===== src/rtl/shot_judge.sv =====
// Shot judge: synchronises both fire buttons, applies per-player cooldown, scores hits and runs the round FSM.
// Ports: Clk/Reset, frame_tick, restart, fire1/fire2 (async), S1/S2 -> score1/2, bird_hit, hit_by, flash, cd1/2, game_over, winner.
// Latency: fire level sampled at edge k is judged and registered at edge k+2; no backpressure, shots outside PLAY or in cooldown are dropped.
module shot_judge #(
    parameter int WIN_SCORE       = 10,
    parameter int COOLDOWN_FRAMES = 15,
    parameter int FLASH_FRAMES    = 30
) (
    input  logic       Clk,
    input  logic       Reset,
    input  logic       frame_tick,
    input  logic       restart,
    input  logic       fire1,
    input  logic       fire2,
    input  logic       S1,
    input  logic       S2,
    output logic [7:0] score1,
    output logic [7:0] score2,
    output logic       bird_hit,
    output logic [1:0] hit_by,
    output logic       flash,
    output logic       cd1,
    output logic       cd2,
    output logic       game_over,
    output logic [1:0] winner
);

    typedef enum logic [1:0] {
        PLAY      = 2'd0,
        HIT_FLASH = 2'd1,
        OVER      = 2'd2
    } state_t;

    state_t     state, state_nxt;

    logic       f1_m, f1_s, f1_q;
    logic       f2_m, f2_s, f2_q;
    logic [7:0] cnt1, cnt2, flash_cnt;

    logic       shot1, shot2;
    logic       acc1, acc2;
    logic       hit1, hit2;
    logic       win1, win2;
    logic       do_restart;

    // One pulse per press: the rising edge of the synchronised level.
    assign shot1 = f1_s & ~f1_q;
    assign shot2 = f2_s & ~f2_q;

    assign acc1 = (state == PLAY) && shot1 && (cnt1 == 8'd0);
    assign acc2 = (state == PLAY) && shot2 && (cnt2 == 8'd0);

    // P1 has priority: a simultaneous P2 hit is treated as a miss.
    assign hit1 = acc1 & S1;
    assign hit2 = acc2 & S2 & ~hit1;

    assign win1 = (score1 + 8'd1) == 8'(WIN_SCORE);
    assign win2 = (score2 + 8'd1) == 8'(WIN_SCORE);

    assign do_restart = (state == OVER) && restart;

    assign cd1 = (cnt1 != 8'd0);
    assign cd2 = (cnt2 != 8'd0);

    always_ff @(posedge Clk) begin
        if (Reset) begin
            state <= PLAY;
        end else begin
            state <= state_nxt;
        end
    end

    always_comb begin
        state_nxt = state;
        flash     = 1'b0;
        game_over = 1'b0;
        case (state)
            PLAY: begin
                if (hit1) begin
                    state_nxt = win1 ? OVER : HIT_FLASH;
                end else if (hit2) begin
                    state_nxt = win2 ? OVER : HIT_FLASH;
                end
            end
            HIT_FLASH: begin
                flash = 1'b1;
                if (frame_tick && (flash_cnt == 8'd1)) begin
                    state_nxt = PLAY;
                end
            end
            OVER: begin
                game_over = 1'b1;
                if (restart) begin
                    state_nxt = PLAY;
                end
            end
            default: state_nxt = PLAY;
        endcase
    end

    always_ff @(posedge Clk) begin
        if (Reset) begin
            f1_m      <= 1'b0;
            f1_s      <= 1'b0;
            f1_q      <= 1'b0;
            f2_m      <= 1'b0;
            f2_s      <= 1'b0;
            f2_q      <= 1'b0;
            cnt1      <= 8'd0;
            cnt2      <= 8'd0;
            flash_cnt <= 8'd0;
            score1    <= 8'd0;
            score2    <= 8'd0;
            bird_hit  <= 1'b0;
            hit_by    <= 2'b00;
            winner    <= 2'b00;
        end else begin
            f1_m <= fire1;
            f1_s <= f1_m;
            f1_q <= f1_s;
            f2_m <= fire2;
            f2_s <= f2_m;
            f2_q <= f2_s;

            // Load beats a coincident frame_tick decrement.
            if (do_restart) begin
                cnt1 <= 8'd0;
            end else if (acc1) begin
                cnt1 <= 8'(COOLDOWN_FRAMES);
            end else if (frame_tick && cnt1 != 8'd0) begin
                cnt1 <= cnt1 - 8'd1;
            end

            if (do_restart) begin
                cnt2 <= 8'd0;
            end else if (acc2) begin
                cnt2 <= 8'(COOLDOWN_FRAMES);
            end else if (frame_tick && cnt2 != 8'd0) begin
                cnt2 <= cnt2 - 8'd1;
            end

            if (state == PLAY && state_nxt == HIT_FLASH) begin
                flash_cnt <= 8'(FLASH_FRAMES);
            end else if (state == HIT_FLASH && frame_tick && flash_cnt != 8'd0) begin
                flash_cnt <= flash_cnt - 8'd1;
            end

            bird_hit <= hit1 | hit2;

            if (do_restart) begin
                score1 <= 8'd0;
                score2 <= 8'd0;
                hit_by <= 2'b00;
                winner <= 2'b00;
            end else if (hit1) begin
                score1 <= score1 + 8'd1;
                hit_by <= 2'b01;
                if (win1) winner <= 2'b01;
            end else if (hit2) begin
                score2 <= score2 + 8'd1;
                hit_by <= 2'b10;
                if (win2) winner <= 2'b10;
            end
        end
    end

endmodule


===== config.mk =====
export PLATFORM = sky130hd
export DESIGN_NAME = shot_judge
export DESIGN_NICKNAME = d
export VERILOG_FILES = /design/src/rtl/shot_judge.sv
export SDC_FILE = /design/constraint.sdc
export NUM_CORES = 1
export LEC_CHECK = 0
export ABC_AREA = 1
export BUFFER_PORTS_ARGS = -buffer_cell sky130_fd_sc_hd__buf_2
export CAP_MARGIN = 20
export CORE_ASPECT_RATIO = 0.7
export CORE_UTILIZATION = 25
export DETAILED_ROUTE_END_ITERATION = 8
export GPL_ROUTABILITY_DRIVEN = 0
export RECOVER_POWER = 100
export SLEW_MARGIN = 0
export SYNTH_ARGS = -nofsm -noshare
export SYNTH_HDL_FRONTEND = slang
export SYNTH_SLANG_ARGS = --single-unit
export TNS_END_PERCENT = 1

===== constraint.sdc =====
create_clock -name Clk -period 1.5 [get_ports Clk]
set_input_delay 0.225 -clock Clk [delete_from_list [all_inputs] [get_ports Clk]]
set_output_delay 0.225 -clock Clk [all_outputs]
set_load 0.03 [all_outputs]

==> metrics.md <==
| Metric | Value |
|---|---|
| Status | `finished, violations left` |
| Synth Warn # | `0` |
| Final ANT Viol Nets | `0` |
| DRC errors left | `0` |
| CP startpoint | `cnt2[0]` |
| Max VDD drop | `0.583 mV` |
| Mapped Avg Cell Area | `6.83 um2` |
| Setup Crit Path Kind | `reg2out` |
| Worst setup margin | `-0.0633 ns` |
| Critical Path End Type | `output port` |
| Slew @ Worst Pin | `0.368 ns` |
| Clk slew on worst S/H paths | `0.07 ns` |
| Part of the cycle the worst path needs | `1.04` |
| Worst slew margin | `0.756` |
| Fin. max-slew vios | `0` |
| Total Wirelength | `7.39 mm` |
| Total grt overflow | `0` |
| CTS tree | `built` |
| EDFF count, synth | `0` |
| Reg2Reg Capture Point | `flash_cnt[5]` |
| Nets@finish | `545` |
| Async S/R FF share, synth | `0` |
| Post-Syn Area | `2920 um2` |
| Total power | `0.00699 W` |
| Mapped Cells | `428` |
| Routed length per instance | `10.9 um` |
| Vias in the first global route | `2745` |
| Clk_skew | `0.00511 ns` |
| CP Max Fanout | `2` |
| Reg2Reg Depth | `11` |
| Num CTS Buffers | `5` |
| Hold_buf cts | `0` |
| Via count | `2935` |
| Power Dens Cells | `1680 nW/um2` |
| Fin. Hold Viols | `0` |
| CP max-delay cell | `dfxtp_2` |
| WHS Endpoint | `f1_m` |
| Syn nets | `447` |
| Fmax | `640 MHz` |
| List of most frequent post-synthesis cells | `nand2_1, inv_1, nor2_1` |
| #FFs+latches synth | `53` |
| N_diodes | `0` |
| Clock sinks | `53` |
| Die area | `12100 um2` |
| DR vias/cell | `4.32` |
| Rows | `32` |
| Worst path max stage delay | `0.32 ns` |
| Max H-tree Level | `2` |
| Worst min-delay path category | `in2reg` |
| First-pass detailed-route iteration total | `5` |
| Fillers | `1177` |
| R2R Path Start | `cnt1[1]` |
| CP required | `1.27 ns` |
| Antenna violations before repair | `0` |
| Die Y | `92.4 um` |
| Initial core utilization | `0.261` |
| Setup-failing EPs final | `16` |
| Unrepaired setup endpoints after global routing | `true` |
| Pleak | `1.79 nW` |
| CP startpoint kind | `flop` |
| Largest area contributor in the netlist | `dfxtp_1` |
| Worst path cell trace | `inv_2 > ha_4 > nand3_4 > nor3_4 > buf_6 > inv_2 > buf_6` |
| Final Critical Period | `1.56 ns` |
| Top post-synthesis cells by area | `dfxtp_1, nand2_1, inv_1, nor2_1, ha_1` |
| Crit path max-delay family | `buffers and inverters` |
| GRT Overall Usage | `0.123` |
| First-pass GRT wire length | `12.2 mm` |
| Buf/Inv on CP | `4` |
| Main flop type after synthesis | `dfxtp_1` |
| Die X | `131 um` |
| R2r setup slk | `-0.04 ns` |
| Crit path DAT | `1.34 ns` |
| Worst slack at placement | `-0.140 ns` |
| Top-area cell type share of the netlist area | `0.363` |
| Dpl hpwl | `5.48 mm` |
| Iter 0 DRT Violations | `141` |
| Count leader, synth | `nand2_1` |
| Max-cap viol count | `0` |
| Insertion delay to the later sink of the worst-skew pair | `0.30 ns` |
| Hold-critical path depth | `3` |
| CORE AREA | `11200 um2` |
| Share of layout cells above drive strength 1 | `0.311` |
| Largest net degree at the start of global routing | `17` |
| Max clock buf depth | `2` |
| Final hold slack | `0.127 ns` |
| Failing checks | `negative setup slack` |
| Io pins | `33` |
| Count of cell types in the netlist | `32` |
| Sequential element share of the synthesized area | `0.363` |
| Area Growth Syn to Fin | `42.2%` |
| Input/output buffers | `32` |
| Hold Crit Start | `fire1` |
| Root buffer cell | `clkbuf_16` |
==> state kept, by name (all words and copies together), names as in the netlist <==
register and cells:
bird_hit 1, cnt1 8, cnt2 8, f1_m 1, f1_q 1, f1_s 1, f2_m 1, f2_q 1
f2_s 1, flash_cnt 8, hit_by 2, score1 8, score2 8, state 2, winner 2
==> layout by cell type (no fill, tap or decap), types with 10 or more instances in the layout <==
cell      synthesis  layout
nand2_1          89      81
inv_1            74      64
buf_4             1      57
dfxtp_1          53      43
nor2_1           55      39
a21oi_1          25      25
nand3_1          26      21
clkbuf_1          4      21
o21ai_0          25      20
nor2_2            3      17
inv_2             3      12
nand4_1          12      12
nand2_2           5      10
dfxtp_2           0      10
==> routing by layer <==
metal / share of wire / global-route usage / up-vias
met5: 0 / 0 / -
met4: 0.017 / 0.0441 / 0
met3: 0.022 / 0.0279 / 11
met2: 0.45 / 0.196 / 32
met1: 0.51 / 0.162 / 1342
li1: - / - / 1550
==> layout make-up <==
cell class	count	area, um2	share of cell area
Tap cell	153	191	0.0461
Clock inverter	2	37.5	0.00904
Multi-Input combinational cell	293	1770	0.425
Timing Repair Buffer	96	653	0.157
Sequential cell	53	1070	0.258
Clock buffer	6	139	0.0334
Inverter	77	293	0.0705
==> tightest hold or removal path, cell delays in order <==
cell    delay [ns]
buf_2         0.07
inv_1         0.03
nor2_1        0.06
==> power by group <==
part	internal (W)	total, W	switching (W)	leakage (nW)
Sequential	0.00168	0.00187	0.000186	0.435
Combinational	0.00172	0.00375	0.00203	1.27
Clock	0.000834	0.00136	0.000529	0.0831
Total	0.00424	0.00699	0.00275	1.79
==> cell families (layout without fill, tap and decap cells) <==
group	Yosys count	in the layout	synth area share
buffers and inverters	84	181	0.112
xor gates and xnor gates	9	9	0.0270
DFF	53	53	0.363
AOI/OAI and AO/OA	65	65	0.122
adders and majority gates	11	11	0.0471
and+or+nand+nor	206	208	0.328
==> what timing repair did <==
item                                    CTS  global route
endpoints found under the setup margin   39            48
gates resized for setup                  30            51
gates cloned                              1             1
pin swaps                                 8            18
setup buffers                             6             2
==> how the worst max path moves through the flow <==
stage	endpoint	slack, ns	depth (start not counted)
floorplan	score2[7]	-0.09	10
global placement	flash_cnt[7]	-0.08	9
detailed placement	flash_cnt[7]	-0.14	9
CTS	cd2	-0.10	7
global route	flash_cnt[5]	-0.17	11
finish	cd2	-0.06	7
==> stage by stage <==
| step | utilization | setup TNS, ns | instance area, um2 | cells |
|---|---|---|---|---|
| after global placement | 0.327 | -0.929 | 3660 | 662 |
| after global routing | 0.371 | -3.13 | 4150 | 680 |
| after CTS | 0.356 | -1.72 | 3990 | 677 |
| after floorplan | - | -1.00 | 2930 | 428 |
| after detailed placement | 0.327 | -1.71 | 3660 | 662 |
| final | 0.371 | -0.405 | 4150 | 680 |
No activity file was read; power rests on OpenSTA's default activity.
